[src/rtl/fetch_sequencer_pkg.sv]
// Shared types and constants for the fetch sequencer: state encoding, address type, reset vector.
package fetch_sequencer_pkg;

  localparam int unsigned ADDR_WIDTH = 32;

  typedef logic [ADDR_WIDTH-1:0] addr_t;

  localparam addr_t RESET_PC   = 32'hbfc0_0000;
  localparam addr_t INST_BYTES = 32'd4;

  typedef enum logic [1:0] {
    S_REQ  = 2'd0,
    S_WAIT = 2'd1,
    S_HOLD = 2'd2,
    S_EXEC = 2'd3
  } fetch_state_t;

  function automatic addr_t word_align(input addr_t a);
    return {a[ADDR_WIDTH-1:2], 2'b00};
  endfunction

endpackage

[src/rtl/fetch_sequencer_if.sv]
// Instruction fetch bus: one request/accept handshake and one response per accepted request.
interface fetch_sequencer_if;
  import fetch_sequencer_pkg::*;

  logic        ireq_valid;
  addr_t       ireq_addr;
  logic        ireq_ready;
  logic        iresp_valid;
  logic [31:0] iresp_data;

  modport master (
    output ireq_valid, ireq_addr,
    input  ireq_ready, iresp_valid, iresp_data
  );

  modport slave (
    input  ireq_valid, ireq_addr,
    output ireq_ready, iresp_valid, iresp_data
  );

endinterface

[src/rtl/fetch_sequencer_npc.sv]
// fetch_npc: combinational next-PC / delayed-branch record update (redirect beats retire).
module fetch_npc
  import fetch_sequencer_pkg::*;
(
  input  addr_t pc,
  input  logic  delayed,
  input  addr_t delayed_pc,
  input  logic  retire_branch,
  input  addr_t retire_target,
  input  logic  redirect,
  input  addr_t redirect_pc,
  output addr_t next_pc,
  output logic  next_delayed,
  output addr_t next_delayed_pc
);

  // Priority: redirect, then a retiring branch (even in a delay slot), then a pending target.
  always_comb begin
    next_pc         = pc + INST_BYTES;
    next_delayed    = delayed;
    next_delayed_pc = delayed_pc;
    if (redirect) begin
      next_pc      = redirect_pc;
      next_delayed = 1'b0;
    end else if (retire_branch) begin
      next_delayed    = 1'b1;
      next_delayed_pc = retire_target;
    end else if (delayed) begin
      next_pc      = delayed_pc;
      next_delayed = 1'b0;
    end else begin
      next_pc = pc + INST_BYTES;
    end
  end

endmodule

[src/rtl/fetch_sequencer.sv]
// CPU front end: owns the PC and delayed-branch record, fetches one instruction at a time.
// Optional FETCH_ADDR_CHECK_EN: a misaligned PC skips the bus and raises inst_adel.
module fetch_sequencer #(
  parameter fetch_sequencer_pkg::addr_t RESET_PC = fetch_sequencer_pkg::RESET_PC
) (
  input  logic                       clk,
  input  logic                       reset,
  fetch_sequencer_if.master          ibus,
  output logic                       inst_valid,
  output logic [31:0]                inst,
  output fetch_sequencer_pkg::addr_t inst_pc,
  output logic                       inst_in_ds,
  output logic                       inst_adel,
  input  logic                       inst_ready,
  input  logic                       retire,
  input  logic                       retire_branch,
  input  fetch_sequencer_pkg::addr_t retire_target,
  input  logic                       redirect,
  input  fetch_sequencer_pkg::addr_t redirect_pc
);
  import fetch_sequencer_pkg::*;

  fetch_state_t state_q, state_d;
  addr_t        pc_q, pc_d;
  logic         delayed_q, delayed_d;
  addr_t        delayed_pc_q, delayed_pc_d;
  logic         flush_q, flush_d;
  addr_t        fetch_addr_q, fetch_addr_d;
  logic [31:0]  inst_q, inst_d;
  addr_t        npc_pc;
  logic         npc_delayed;
  addr_t        npc_delayed_pc;
  logic         pc_upd_s;
  logic         ireq_valid_s;
  logic         inst_active_s;
`ifdef FETCH_ADDR_CHECK_EN
  logic         adel_q, adel_d;
  logic         addr_misaligned_s;
  assign addr_misaligned_s = (fetch_addr_q[1:0] != 2'b00);
`endif

  fetch_npc u_npc (
    .pc              (pc_q),
    .delayed         (delayed_q),
    .delayed_pc      (delayed_pc_q),
    .retire_branch   (retire_branch),
    .retire_target   (retire_target),
    .redirect        (redirect),
    .redirect_pc     (redirect_pc),
    .next_pc         (npc_pc),
    .next_delayed    (npc_delayed),
    .next_delayed_pc (npc_delayed_pc)
  );

  // State register and architectural record.
  always_ff @(posedge clk) begin
    if (reset) begin
      state_q      <= S_REQ;
      pc_q         <= RESET_PC;
      delayed_q    <= 1'b0;
      delayed_pc_q <= 32'h0;
      flush_q      <= 1'b0;
      fetch_addr_q <= RESET_PC;
      inst_q       <= 32'h0;
`ifdef FETCH_ADDR_CHECK_EN
      adel_q       <= 1'b0;
`endif
    end else begin
      state_q      <= state_d;
      pc_q         <= pc_d;
      delayed_q    <= delayed_d;
      delayed_pc_q <= delayed_pc_d;
      flush_q      <= flush_d;
      fetch_addr_q <= fetch_addr_d;
      inst_q       <= inst_d;
`ifdef FETCH_ADDR_CHECK_EN
      adel_q       <= adel_d;
`endif
    end
  end

  // Next state; fetch_addr_q holds the bus address stable while pc_q may already be redirected.
  always_comb begin
    state_d      = state_q;
    flush_d      = flush_q;
    fetch_addr_d = fetch_addr_q;
    inst_d       = inst_q;
    ireq_valid_s = 1'b0;
`ifdef FETCH_ADDR_CHECK_EN
    adel_d       = adel_q;
`endif
    pc_upd_s = redirect | ((state_q == S_EXEC) & retire);
    if (pc_upd_s) begin
      pc_d         = npc_pc;
      delayed_d    = npc_delayed;
      delayed_pc_d = npc_delayed_pc;
    end else begin
      pc_d         = pc_q;
      delayed_d    = delayed_q;
      delayed_pc_d = delayed_pc_q;
    end

    case (state_q)
      S_REQ: begin
`ifdef FETCH_ADDR_CHECK_EN
        if (addr_misaligned_s) begin
          if (redirect) begin
            fetch_addr_d = redirect_pc;
          end else begin
            state_d = S_HOLD;
            inst_d  = 32'h0;
            adel_d  = 1'b1;
          end
        end else begin
`endif
          ireq_valid_s = 1'b1;
          if (redirect) flush_d = 1'b1;
          else          flush_d = flush_q;
          if (ibus.ireq_ready) state_d = S_WAIT;
          else                 state_d = S_REQ;
`ifdef FETCH_ADDR_CHECK_EN
        end
`endif
      end
      S_WAIT: begin
        if (ibus.iresp_valid) begin
          if (flush_q | redirect) begin
            state_d      = S_REQ;
            flush_d      = 1'b0;
            fetch_addr_d = redirect ? redirect_pc : pc_q;
          end else begin
            state_d = S_HOLD;
            inst_d  = ibus.iresp_data;
`ifdef FETCH_ADDR_CHECK_EN
            adel_d  = 1'b0;
`endif
          end
        end else begin
          if (redirect) flush_d = 1'b1;
          else          flush_d = flush_q;
        end
      end
      S_HOLD: begin
        if (redirect) begin
          state_d      = S_REQ;
          fetch_addr_d = redirect_pc;
        end else if (inst_ready) begin
          state_d = S_EXEC;
        end else begin
          state_d = S_HOLD;
        end
      end
      S_EXEC: begin
        if (redirect || retire) begin
          state_d      = S_REQ;
          fetch_addr_d = npc_pc;
        end else begin
          state_d = S_EXEC;
        end
      end
      default: begin
        state_d      = S_REQ;
        fetch_addr_d = pc_q;
      end
    endcase
  end

  assign inst_active_s   = (state_q == S_HOLD) || (state_q == S_EXEC);
  assign ibus.ireq_valid = ireq_valid_s;
  assign ibus.ireq_addr  = ireq_valid_s ? word_align(fetch_addr_q) : 32'h0;
  assign inst_valid      = (state_q == S_HOLD);
  assign inst            = inst_active_s ? inst_q : 32'h0;
  assign inst_pc         = inst_active_s ? pc_q : 32'h0;
  assign inst_in_ds      = inst_active_s & delayed_q;
`ifdef FETCH_ADDR_CHECK_EN
  assign inst_adel       = inst_active_s & adel_q;
`else
  assign inst_adel       = 1'b0;
`endif

endmodule

[src/flat_wrapper.sv]
// flat-port wrapper written by rule: the top's interface ports become plain ports
module fetch_sequencer_flat import fetch_sequencer_pkg::*;
#(
  parameter fetch_sequencer_pkg::addr_t RESET_PC = fetch_sequencer_pkg::RESET_PC
)
  (clk, reset, inst_valid, inst, inst_pc, inst_in_ds, inst_adel, inst_ready, retire, retire_branch, retire_target, redirect, redirect_pc, ibus_ireq_valid, ibus_ireq_addr, ibus_ireq_ready, ibus_iresp_valid, ibus_iresp_data);
  fetch_sequencer_if ibus_i ();
  input  logic clk;
  input  logic reset;
  output logic inst_valid;
  output logic [31:0] inst;
  output fetch_sequencer_pkg::addr_t inst_pc;
  output logic inst_in_ds;
  output logic inst_adel;
  input  logic inst_ready;
  input  logic retire;
  input  logic retire_branch;
  input  fetch_sequencer_pkg::addr_t retire_target;
  input  logic redirect;
  input  fetch_sequencer_pkg::addr_t redirect_pc;
  output wire logic [$bits(ibus_i.ireq_valid)-1:0] ibus_ireq_valid;
  output wire logic [$bits(ibus_i.ireq_addr)-1:0] ibus_ireq_addr;
  input wire logic [$bits(ibus_i.ireq_ready)-1:0] ibus_ireq_ready;
  input wire logic [$bits(ibus_i.iresp_valid)-1:0] ibus_iresp_valid;
  input wire logic [$bits(ibus_i.iresp_data)-1:0] ibus_iresp_data;
  assign ibus_ireq_valid = ibus_i.ireq_valid;
  assign ibus_ireq_addr = ibus_i.ireq_addr;
  assign ibus_i.ireq_ready = ibus_ireq_ready;
  assign ibus_i.iresp_valid = ibus_iresp_valid;
  assign ibus_i.iresp_data = ibus_iresp_data;
  fetch_sequencer #(.RESET_PC(RESET_PC)) u_core (.clk(clk), .reset(reset), .ibus(ibus_i), .inst_valid(inst_valid), .inst(inst), .inst_pc(inst_pc), .inst_in_ds(inst_in_ds), .inst_adel(inst_adel), .inst_ready(inst_ready), .retire(retire), .retire_branch(retire_branch), .retire_target(retire_target), .redirect(redirect), .redirect_pc(redirect_pc));
endmodule
[config.mk]
export PLATFORM = sky130hd
export DESIGN_NAME = fetch_sequencer_flat
export DESIGN_NICKNAME = d
export VERILOG_FILES = /design/src/rtl/fetch_sequencer_pkg.sv /design/src/rtl/fetch_sequencer_if.sv /design/src/rtl/fetch_sequencer_npc.sv /design/src/rtl/fetch_sequencer.sv /design/src/flat_wrapper.sv
export SDC_FILE = /design/constraint.sdc
export NUM_CORES = 1
export LEC_CHECK = 0
export CORE_MARGIN = 3
export CORE_UTILIZATION = 49
export DETAILED_ROUTE_END_ITERATION = 8
export GPL_TIMING_DRIVEN = 0
export PLACE_DENSITY = 0.8
export SYNTH_ARGS = -nofsm -noshare
export SYNTH_HDL_FRONTEND = slang
export SYNTH_SLANG_ARGS = --single-unit
[constraint.sdc]
create_clock -name clk -period 2.6 [get_ports clk]
set_clock_uncertainty 0.05 [all_clocks]
set_input_delay 0.26 -clock clk [delete_from_list [all_inputs] [get_ports clk]]
set_output_delay 0.26 -clock clk [all_outputs]
set_load 0.1 [all_outputs]
==> flow_summary.ini <==
[cells_and_area]
final_layout_size_suffix_gt1_share_pct = 15.4
layout.cells.non_filler = 1415
regArea_um2 = 2600
finish.instance_area_um2 = 9990
fin_util_pct = 68.0
fillers = 1356
syn2layout_area_growth_pct = 34.6
antennaDiodeCount = 0
multi_input_combinational_cell_area_um2 = 4390
layout.nets = 1324

[yosys]
ys_ff_latch = 130
synth_enable_flop_cells = 0
synth_area_per_cell_um2 = 7.44
yosys.cell_types.count = 69
asyncSetResetFlopFracSynth_pct = 0
synth_flop_cell = dfxtp_1
synth_cells = 997
synth-warning-count = 0
syn-cell-area_um2 = 7420
synth.yosys.seq_area_share_pct = 35.1

[die]
initial_core_util_pct = 50.5
floorplan.die.height_um = 129
die_area_um2 = 16700
io_pins = 204
floorplan.core_area_um2 = 14700
fp.dieW_um = 129
core.rowCount = 44

[clocking]
clk-insertion-delay-late_ps = 430
clockBufferDepth = 2
path_clk_slew_ps = 60
clock_buffer_count_from_cts = 17
post_cts_buffers = 0
cts_max_level = 4
clock_sinks = 130
tritoncts = done
clockRootBuffer = clkbuf_16

[placement]
postPlaceCellArea_um2 = 9660
total_instance_count_after_detailed_placement = 1383
finalWeightedCongestion = 1.00
place_hpwl_um = 21600
port-buffer-count = 200

[grt]
residual_overflow_from_global_routing = 0
wire_length_of_the_first_global_routing_pass_um = 45600
gr-usage-all-layers_pct = 35.7
grt_max_degree = 17
grt_antenna_before_repair = 0
first_global_vias = 8150

[min_path]
min_to = u_core.delayed_pc_q[19]
hold_path_startpoint = retire_target[19]
min_delay_path_depth = 3
holdCritPathClass = in2reg

[outcome]
outcome = finished, violations left
violations = negative setup slack

[critical_path]
criticalPathCategory = in2reg
cp-end-kind = flip-flop
reg2reg_depth = 6
critical_path.startpoint_type = primary input
ff2ff_setup_slack_ps = 90
rr_startpoint = u_core.state_q[1]
critical_path_peak_fanout = 10
r2r-end = u_core.fetch_addr_q[18]
critical_path_required_ps = 2870
timing.critical_path.arrival_ps = 2960

[routing]
detailedRoute.firstIterationViolations = 1235
post-route-drc-count = 0
postRouteAntennaNets = 0
num_vias = 8638
detailed_route_vias_per_instance = 6.10
drt_pre_antenna_iters = 7
post_drt_wl_per_cell_um = 21.4
wirelength_um = 30300

[sta]
slew_at_the_pin_closest_to_its_max_slew_limit_ps = 1110
max-slew-margin-rel_pct = 25.5
setup_viol_count_final = 5
post-route-worst-setup-slack_ps = -88.7
finalWorstPathRequiredPeriod_ps = 2690
fin_crit_sh_pct = 103
rsz0062_at_grt = false
hold_viol = 0
slew_viol_final = 0
fmax_mhz = 372

[power_and_ir_drop]
total_leakage_power_nw = 3.94
vdd.ir_drop.worst_mv = 0.434
power-per-cell-area_nw_per_um2 = 576

[flow_run]
maxCapViolations = 0
## power breakdown
part	switching (mW)	internal [mW]	leakage, nW	total, mW
Combinational	0.794	0.378	2.59	1.17
Sequential	0.0673	2.07	1.06	2.14
Clock	0.918	1.53	0.284	2.44
Total	1.78	3.97	3.94	5.75
## state kept, by name, summed over array words and instances, names as in the netlist, named ones only
register	cells
u_core.delayed_q	1
u_core.state_q	2
u_core.pc_q	30
u_core.inst_q	32
u_core.delayed_pc_q	32
u_core.fetch_addr_q	30
u_core.flush_q	1
## layer usage
layer	GRT usage, %	part of all wire (%)
met5	0	0
met4	18.2	4.9
met3	10.7	13
met2	53.1	43
met1	47.0	39
## repair_timing
action                     CTS  global route
hold buffers                 0             0
gates resized for setup    510            75
setup endpoints to repair  100           124
## layout by cell type, fill, tap and decap left out, types with 5 or more instances in the layout
cell,count
a21oi_1,114
clkbuf_1,52
nand4_1,12
a211o_1,6
clkbuf_2,21
and4_1,5
a31oi_1,8
a211oi_1,21
mux2_2,8
clkdlybuf4s50_1,103
clkbuf_16,17
inv_1,8
o21ai_0,45
mux2i_1,16
buf_2,37
o211a_1,5
xor2_1,10
buf_4,61
o211ai_1,8
nor3_1,20
o21ai_1,7
dfxtp_1,130
or3_1,10
a311oi_1,6
o22ai_1,6
a22oi_1,12
nand2_1,170
and3_1,8
clkbuf_4,15
nand3_1,14
xnor2_1,9
a221oi_1,7
and2_1,99
nor2_1,75
## synth_stat cells (all sizes together), types with 4 or more instances
master	count	area (um^2)
clkbuf	69	259
xnor2	9	78.8
a211oi	22	170
mux2i	16	160
o21a	4	30.0
nor2	76	293
and3	8	50.1
xor2	10	87.6
nand2	170	638
nand2b	4	25.0
a221oi	7	61.3
or3	10	62.6
mux2	8	90.1
nand4	12	75.1
buf	23	143
a31oi	8	50.1
o22ai	6	37.5
nand3	17	115
o21ai	52	260
and4	7	66.3
and2	99	619
dfxtp	130	2600
a2111oi	5	45.0
a311oi	7	67.6
inv	8	30.0
a22o	4	35.0
nor2b	4	25.0
a211o	6	52.6
a22oi	12	90.1
nor4	5	52.6
o211a	5	50.1
nor3	21	110
o211ai	8	60.1
a21oi	114	571
## stage by stage
step	power [mW]	setup WS [ps]	setup TNS, ps	hold WS (ps)
floorplan	2.90	90.6	0	346
global placement	3.33	-825	-69440	385
detailed placement	3.34	-814	-67510	391
CTS	5.72	-2.55	-2.55	325
global route	5.89	0.476	0	339
finish	5.75	-88.7	-179	326
## final cells by class
cell class,instances,share of cell area [%]
Multi-Input combinational cell,767,43.9
Sequential cell,130,26.1
Timing Repair Buffer,200,17.1
Clock buffer,22,4.55
Buffer,92,4.33
Tap cell,184,2.30
Clock inverter,10,1.34
Inverter,10,0.376
## worst max-delay path: stages
cell and delay [ps]:
clkdlybuf4s50_1 620, clkbuf_1 520, buf_1 710, nor2_1 170, a22oi_1 250, o21ai_0 200
o211a_1 200
## kinds of logic after synthesis
logic type / share of synthesized area [%]
AND/OR/NAND/NOR: 29.5
adder cells (fa/ha/maj): 0.337
other: 0.0505
multiplexers: 3.37
flip-flops: 35.1
buffers and inverters: 5.92
AO/OA/AOI/OAI: 23.6
XOR/XNOR: 2.24
## worst max-delay path by stage
stage / from / endpoint / slack [ps] / depth (start not counted)
2_1_floorplan: u_core.state_q[0] / u_core.fetch_addr_q[18] / 90 / 6
6_report: redirect / u_core.fetch_addr_q[11] / -90 / 7
3_3_place_gp: u_core.state_q[1] / inst_pc[6] / -820 / 5
4_1_cts: u_core.state_q[0] / ibus_ireq_addr[14] / -3 / 5
5_1_grt: redirect / u_core.fetch_addr_q[11] / 0.5 / 7
3_5_place_dp: u_core.state_q[1] / inst_pc[18] / -810 / 5
No activity file was read; power rests on OpenSTA's default activity.
